File: src/rtl/mdu_iterative.sv
// Iterative multiply/divide unit owning the HI/LO pair: one shift-add or
// restoring shift-subtract step per cycle, then a sign-fix cycle that writes HI/LO.
module mdu_iterative #(
    parameter int WIDTH = 32,
    parameter int CNT_W = 6
) (
    input  logic             clk,
    input  logic             rst_n,
    input  logic             start,
    input  logic [1:0]       op,
    input  logic [WIDTH-1:0] a,
    input  logic [WIDTH-1:0] b,
    input  logic             hi_we,
    input  logic             lo_we,
    input  logic [WIDTH-1:0] wdata,
    output logic [WIDTH-1:0] hi,
    output logic [WIDTH-1:0] lo,
    output logic             busy,
    output logic             done,
    output logic             div_zero
);

    typedef enum logic [1:0] {
        S_IDLE = 2'd0,
        S_CALC = 2'd1,
        S_FIX  = 2'd2
    } state_t;

    localparam logic [WIDTH-1:0]   ZERO_W  = {WIDTH{1'b0}};
    localparam logic [WIDTH-1:0]   ONES_W  = {WIDTH{1'b1}};
    localparam logic [WIDTH-1:0]   ONE_W   = {{(WIDTH-1){1'b0}}, 1'b1};
    localparam logic [2*WIDTH-1:0] ONE_2W  = {{(2*WIDTH-1){1'b0}}, 1'b1};
    localparam logic [CNT_W-1:0]   CNT_ONE = {{(CNT_W-1){1'b0}}, 1'b1};
    localparam logic [CNT_W-1:0]   CNT_MAX = CNT_W'(WIDTH);

    function automatic logic [WIDTH-1:0] neg_w(input logic [WIDTH-1:0] v);
        return ~v + ONE_W;
    endfunction

    function automatic logic [2*WIDTH-1:0] neg_2w(input logic [2*WIDTH-1:0] v);
        return ~v + ONE_2W;
    endfunction

    state_t               state_q, state_d;
    logic [CNT_W-1:0]     cnt_q, cnt_d;
    logic [1:0]           op_q, op_d;
    logic                 neg_a_q, neg_a_d;
    logic                 neg_b_q, neg_b_d;
    logic [WIDTH-1:0]     opa_q, opa_d;
    logic [WIDTH-1:0]     opb_q, opb_d;
    logic [2*WIDTH-1:0]   acc_q, acc_d;
    logic [WIDTH-1:0]     hi_q, hi_d;
    logic [WIDTH-1:0]     lo_q, lo_d;
    logic                 busy_q, busy_d;
    logic                 done_q, done_d;
    logic                 dz_q, dz_d;

    logic                 a_neg_s, b_neg_s;
    logic [WIDTH-1:0]     a_mag_s, b_mag_s;
    logic [WIDTH:0]       mul_sum_s;
    logic [2*WIDTH-1:0]   mul_next_s;
    logic [WIDTH:0]       trial_s;
    logic [2*WIDTH-1:0]   div_next_s;
    logic [2*WIDTH-1:0]   prod_s;
    logic [WIDTH-1:0]     quo_s, rem_s, a_orig_s;
    logic                 sign_x_s;

    // Operand magnitudes, one iteration step and the final sign correction
    always_comb begin
        a_neg_s    = op[0] & a[WIDTH-1];
        b_neg_s    = op[0] & b[WIDTH-1];
        a_mag_s    = a_neg_s ? neg_w(a) : a;
        b_mag_s    = b_neg_s ? neg_w(b) : b;
        // acc = {partial product, remaining multiplier bits}
        mul_sum_s  = {1'b0, acc_q[2*WIDTH-1:WIDTH]}
                   + (acc_q[0] ? {1'b0, opa_q} : {(WIDTH+1){1'b0}});
        mul_next_s = {mul_sum_s, acc_q[WIDTH-1:1]};
        // acc = {partial remainder, dividend bits shifting into quotient bits}
        trial_s    = acc_q[2*WIDTH-1:WIDTH-1] - {1'b0, opb_q};
        div_next_s = trial_s[WIDTH] ? {acc_q[2*WIDTH-2:0], 1'b0}
                                    : {trial_s[WIDTH-1:0], acc_q[WIDTH-2:0], 1'b1};
        sign_x_s   = op_q[0] & (neg_a_q ^ neg_b_q);
        prod_s     = sign_x_s ? neg_2w(acc_q) : acc_q;
        quo_s      = sign_x_s ? neg_w(acc_q[WIDTH-1:0]) : acc_q[WIDTH-1:0];
        rem_s      = (op_q[0] & neg_a_q) ? neg_w(acc_q[2*WIDTH-1:WIDTH])
                                         : acc_q[2*WIDTH-1:WIDTH];
        a_orig_s   = neg_a_q ? neg_w(opa_q) : opa_q;
    end

    // Next-state and register-update logic
    always_comb begin
        state_d = state_q;
        cnt_d   = cnt_q;
        op_d    = op_q;
        neg_a_d = neg_a_q;
        neg_b_d = neg_b_q;
        opa_d   = opa_q;
        opb_d   = opb_q;
        acc_d   = acc_q;
        hi_d    = hi_q;
        lo_d    = lo_q;
        busy_d  = busy_q;
        done_d  = 1'b0;
        dz_d    = dz_q;
        case (state_q)
            S_IDLE: begin
                if (start) begin
                    state_d = S_CALC;
                    cnt_d   = CNT_MAX;
                    op_d    = op;
                    neg_a_d = a_neg_s;
                    neg_b_d = b_neg_s;
                    opa_d   = a_mag_s;
                    opb_d   = b_mag_s;
                    acc_d   = {ZERO_W, (op[1] ? a_mag_s : b_mag_s)};
                    busy_d  = 1'b1;
                    dz_d    = 1'b0;
                end else begin
                    hi_d = hi_we ? wdata : hi_q;
                    lo_d = lo_we ? wdata : lo_q;
                end
            end
            S_CALC: begin
                acc_d = op_q[1] ? div_next_s : mul_next_s;
                cnt_d = cnt_q - CNT_ONE;
                if (cnt_q == CNT_ONE) begin
                    state_d = S_FIX;
                end else begin
                    state_d = S_CALC;
                end
            end
            S_FIX: begin
                state_d = S_IDLE;
                busy_d  = 1'b0;
                done_d  = 1'b1;
                if (op_q[1]) begin
                    if (opb_q == ZERO_W) begin
                        hi_d = a_orig_s;
                        lo_d = ONES_W;
                        dz_d = 1'b1;
                    end else begin
                        hi_d = rem_s;
                        lo_d = quo_s;
                    end
                end else begin
                    hi_d = prod_s[2*WIDTH-1:WIDTH];
                    lo_d = prod_s[WIDTH-1:0];
                end
            end
            default: begin
                state_d = S_IDLE;
                busy_d  = 1'b0;
            end
        endcase
    end

    // State and datapath registers
    always_ff @(posedge clk or negedge rst_n) begin
        if (!rst_n) begin
            state_q <= S_IDLE;
            cnt_q   <= {CNT_W{1'b0}};
            op_q    <= 2'b00;
            neg_a_q <= 1'b0;
            neg_b_q <= 1'b0;
            opa_q   <= ZERO_W;
            opb_q   <= ZERO_W;
            acc_q   <= {(2*WIDTH){1'b0}};
            hi_q    <= ZERO_W;
            lo_q    <= ZERO_W;
            busy_q  <= 1'b0;
            done_q  <= 1'b0;
            dz_q    <= 1'b0;
        end else begin
            state_q <= state_d;
            cnt_q   <= cnt_d;
            op_q    <= op_d;
            neg_a_q <= neg_a_d;
            neg_b_q <= neg_b_d;
            opa_q   <= opa_d;
            opb_q   <= opb_d;
            acc_q   <= acc_d;
            hi_q    <= hi_d;
            lo_q    <= lo_d;
            busy_q  <= busy_d;
            done_q  <= done_d;
            dz_q    <= dz_d;
        end
    end

    assign hi       = hi_q;
    assign lo       = lo_q;
    assign busy     = busy_q;
    assign done     = done_q;
    assign div_zero = dz_q;

endmodule

File: config.mk
export PLATFORM = sky130hd
export DESIGN_NAME = mdu_iterative
export DESIGN_NICKNAME = d
export VERILOG_FILES = /design/src/rtl/mdu_iterative.sv
export SDC_FILE = /design/constraint.sdc
export NUM_CORES = 1
export LEC_CHECK = 0
export BUFFER_PORTS_ARGS = -buffer_cell sky130_fd_sc_hd__buf_2
export CAP_MARGIN = 15
export CORE_MARGIN = 2
export CORE_UTILIZATION = 50
export DETAILED_ROUTE_END_ITERATION = 10
export GPL_TIMING_DRIVEN = 1
export PLACE_DENSITY = 0.72
export RECOVER_POWER = 50
export SYNTH_ARGS = -nofsm -noshare
export SYNTH_HDL_FRONTEND = slang
export SYNTH_SLANG_ARGS = --single-unit
File: constraint.sdc
create_clock -name clk -period 3.1 [get_ports clk]
set_input_delay 0.155 -clock clk [delete_from_list [all_inputs] [get_ports clk]]
set_output_delay 0.155 -clock clk [all_outputs]
set_load 0.03 [all_outputs]
==> summary.md <==
| Metric | Value |
|---|---|
| CTS Buf Count | `25` |
| Mapped Nets | `2451` |
| Period utilisation layout | `1.01` |
| Worst Path Arrival | `3.58 ns` |
| Vias | `19900` |
| Most common cell after layout, fill and taps aside | `buf_4` |
| Wire per inst | `24.0 um` |
| Drt drc | `0` |
| WP depth | `11` |
| Highest clock rate | `318 MHz` |
| EDFF count, synth | `0` |
| Iter 0 DRT Violations | `2023` |
| Vias in the first global route | `18500` |
| CP top delay family | `simple AND/OR/NAND/NOR gates` |
| Clock transition at path regs | `0.06 ns` |
| Synth Instances | `2275` |
| Final min period | `3.14 ns` |
| Area leader, netlist | `dfrtp_1` |
| Placer congestion estimate | `1.04` |
| Tot GR Track Use | `0.403` |
| Pwr dens | `1290 mW/mm2` |
| Synthesized flop and latch total | `207` |
| Filler instances | `3018` |
| Seq/Total Area, Yosys | `0.292` |
| # IOs | `170` |
| Gate power share | `0.704` |
| Die Area | `0.0370 mm2` |
| Final WL | `76000 um` |
| Hold Path Class | `in -> reg` |
| H-tree depth | `1` |
| Max Cap Viol | `1` |
| Share of cells above drive strength 1 | `0.237` |
| Placed cell area | `0.0209 mm2` |
| Failing checks | `max-capacitance violations, max-slew violations, negative setup slack` |
| Drt pass-1 iters | `6` |
| Post-Syn Area | `0.0177 mm2` |
| Vias per cell | `6.28` |
| Critical path's slowest cell | `dfrtp_2` |
| Reg2Reg Setup Slack | `-0.04 ns` |
| Final Cell Area | `0.0229 mm2` |
| P_sw | `14.7 mW` |
| Number of nets with antenna violations after routing | `0` |
| Initial antenna violation count | `2` |
| Max Clock Skew | `0.0264 ns` |
| Setup violators final | `1` |
| Leakage | `10.2 nW` |
| Core area | `0.0347 mm2` |
| Dominant synthesized flop cell | `dfrtp_1` |
| Startpoint types | `flop` |
| ANT cells | `0` |
| RSZ-0062 raised after global routing | `yes` |
| Reg2reg end | `hi[30]$_DFFE_PN0P_` |
| Max_slew headroom | `-0.423` |
| Clock power share | `0.108` |
| Status | `finished, violations left` |
| Max Slew Vio Count | `77` |
| Leading post-synthesis cells by cell area | `dfrtp_1, xnor2_1, o21ai_0, nand2_1, ha_1` |
| Crit Reg-Reg Startpoint | `acc_q[0]$_DFFE_PN0P_` |
| Yosys warning count | `0` |
| Standard-cell rows | `68` |
| Setup crit end kind | `flop` |
| Worst setup path class | `reg -> reg` |
| Critical path buffers and inverters | `2` |
| FFs w/ async S/R, synth | `1.00` |
| Total area of sequential cells | `0.00519 mm2` |
| Cell chain of the critical path | `inv_2 -> buf_6 -> ha_4 -> or3b_4 -> or4_4 -> or2_4 -> o41ai_4 -> o21ai_2 -> xor2_1 -> a222oi_1 -> nand2_1` |
| Share of the synthesized area in the top cell type | `0.292` |
| Design Power | `29.5 mW` |
| CTS tree | `yes` |
| Crit path from | `acc_q[0]$_DFFE_PN0P_` |
| First-pass GRT wire length | `112000 um` |
| Worst-Margin Slew | `2.14 ns` |
| Clk buf depth | `3` |
| Grt ovf | `0` |
| Hold Fails Final Rpt | `0` |
| Synth-to-Final Area Change | `29.5%` |
| Die Span X | `192 um` |
| Req. time, crit path | `3.54 ns` |
| Yosys cell types | `85` |
| Initial Util | `0.511` |
| Clock sink count | `207` |
| DPL Wire Length | `59700 um` |
| Final net count | `2871` |
| Pint | `14.8 mW` |
| Area of the multi-input gates | `0.0121 mm2` |
| Port Buf Inserts | `169` |
| Max FO, Critical Path | `5` |
| Sw frac | `0.499` |
| Avg Inst Size Synth | `7.79 um2` |
| CP endpoint | `hi[30]$_DFFE_PN0P_` |
| Final WS setup | `-0.0429 ns` |
| Root Buffer | `clkbuf_16` |
| Crit path largest cell delay | `0.45 ns` |
| Most frequent cells in the layout | `buf_4, nand2_1, o21ai_0` |
| Largest net degree at the start of global routing | `85` |
| Peak VDD IR | `0.832 mV` |
| Sequential Power Share | `0.188` |
| Chip Height | `192 um` |
| Clock Latency Late Sink | `0.57 ns` |
| Worst Reg-to-Reg Cells | `11` |
[routing by layer]
| metal | vias up | track usage | share of wire |
|---|---|---|---|
| met4 | 4 | 0.150 | 0.042 |
| met1 | 9594 | 0.571 | 0.42 |
| met3 | 193 | 0.104 | 0.11 |
| met5 | - | 0 | 0.00030 |
| li1 | 9043 | - | - |
| met2 | 1057 | 0.589 | 0.42 |
[area by class of cell]
cell class | count | area share
clock inverter | 9 | 0.00649
multi-input combinational | 1837 | 0.527
tap | 455 | 0.0248
inverter | 73 | 0.0119
clock buffer | 35 | 0.0320
sequential | 207 | 0.226
timing repair buffer | 551 | 0.171
[stage by stage]
step                setup slack [ns]  hold WS (ns)   util  instances  TNS (ns)
finish                       -0.0429       0.00683  0.661       3167   -0.0429
global route                  -0.165        0.0158  0.661       3167     -1.53
CTS                          -0.0826       0.00505  0.647       3150    -0.426
detailed placement            -0.277         0.243  0.602       3045     -2.86
global placement              -0.261         0.228  0.602       3045     -1.72
floorplan                     0.0175        -0.141      -       2275         0
[worst min-delay path, stage by stage]
cell	delay [ns]
buf_2	0.10
xnor2_1	0.12
o21ai_0	0.15
[cells in the mapped netlist (all sizes together) (42+ instances only)]
cell / number
nor3: 62
clkbuf: 131
nand3: 51
ha: 71
nand2: 277
inv: 73
dfrtp: 207
and2: 42
nor2: 154
o22ai: 42
o21ai: 252
mux2i: 56
a21oi: 168
xor2: 75
xnor2: 147
[power groups by stage]
stage | logic, mW | registers, mW | clock network, mW
CTS | 19.2 | 5.44 | 3.21
detailed placement | 18.9 | 5.48 | 0
global placement | 18.7 | 5.44 | 0
global route | 22.2 | 5.65 | 3.32
finish | 20.7 | 5.54 | 3.20
floorplan | 10.8 | 5.81 | 0
[cell families (layout without fill, tap and decap cells)]
kind of cell	Yosys count	count (layout)	share of synthesized area
buf+inv	231	668	0.0507
mux	67	67	0.0386
simple gates	762	762	0.208
flops	207	207	0.292
fa+ha+maj	73	73	0.0524
compound gates	713	713	0.249
xor+xnor	222	222	0.110
[worst min-delay path by stage]
| stage | depth (start not counted) | to | from |
|---|---|---|---|
| floorplan | 0 | acc_q[0]$_DFFE_PN0P_ | rst_n |
| global placement | 1 | acc_q[45]$_DFFE_PN0P_ | rst_n |
| global route | 3 | opa_q[9]$_DFFE_PN0P_ | a[9] |
| CTS | 3 | opb_q[0]$_DFFE_PN0P_ | b[0] |
| finish | 3 | opb_q[17]$_DFFE_PN0P_ | b[17] |
| detailed placement | 1 | acc_q[47]$_DFFE_PN0P_ | rst_n |
[repair_timing]
item | 4_1_cts | 5_1_grt
cloned | 0 | 2
hold buffers | 57 | 0
setup endpoints to repair | 36 | 61
hold endpoints to repair | 150 | 0
resized for setup | 19 | 106
setup buffers | 4 | 16
pin swaps | 5 | 48
[registers in the layout (all words and copies together) (netlist names)]
name and flops:
opb_q 32, opa_q 32, done 1, neg_a_q 1, lo 32, div_zero 1
op_q 2, hi 32, cnt_q 6, busy 1, neg_b_q 1, state_q 2
acc_q 64
Power figures use the tool's default switching activity.
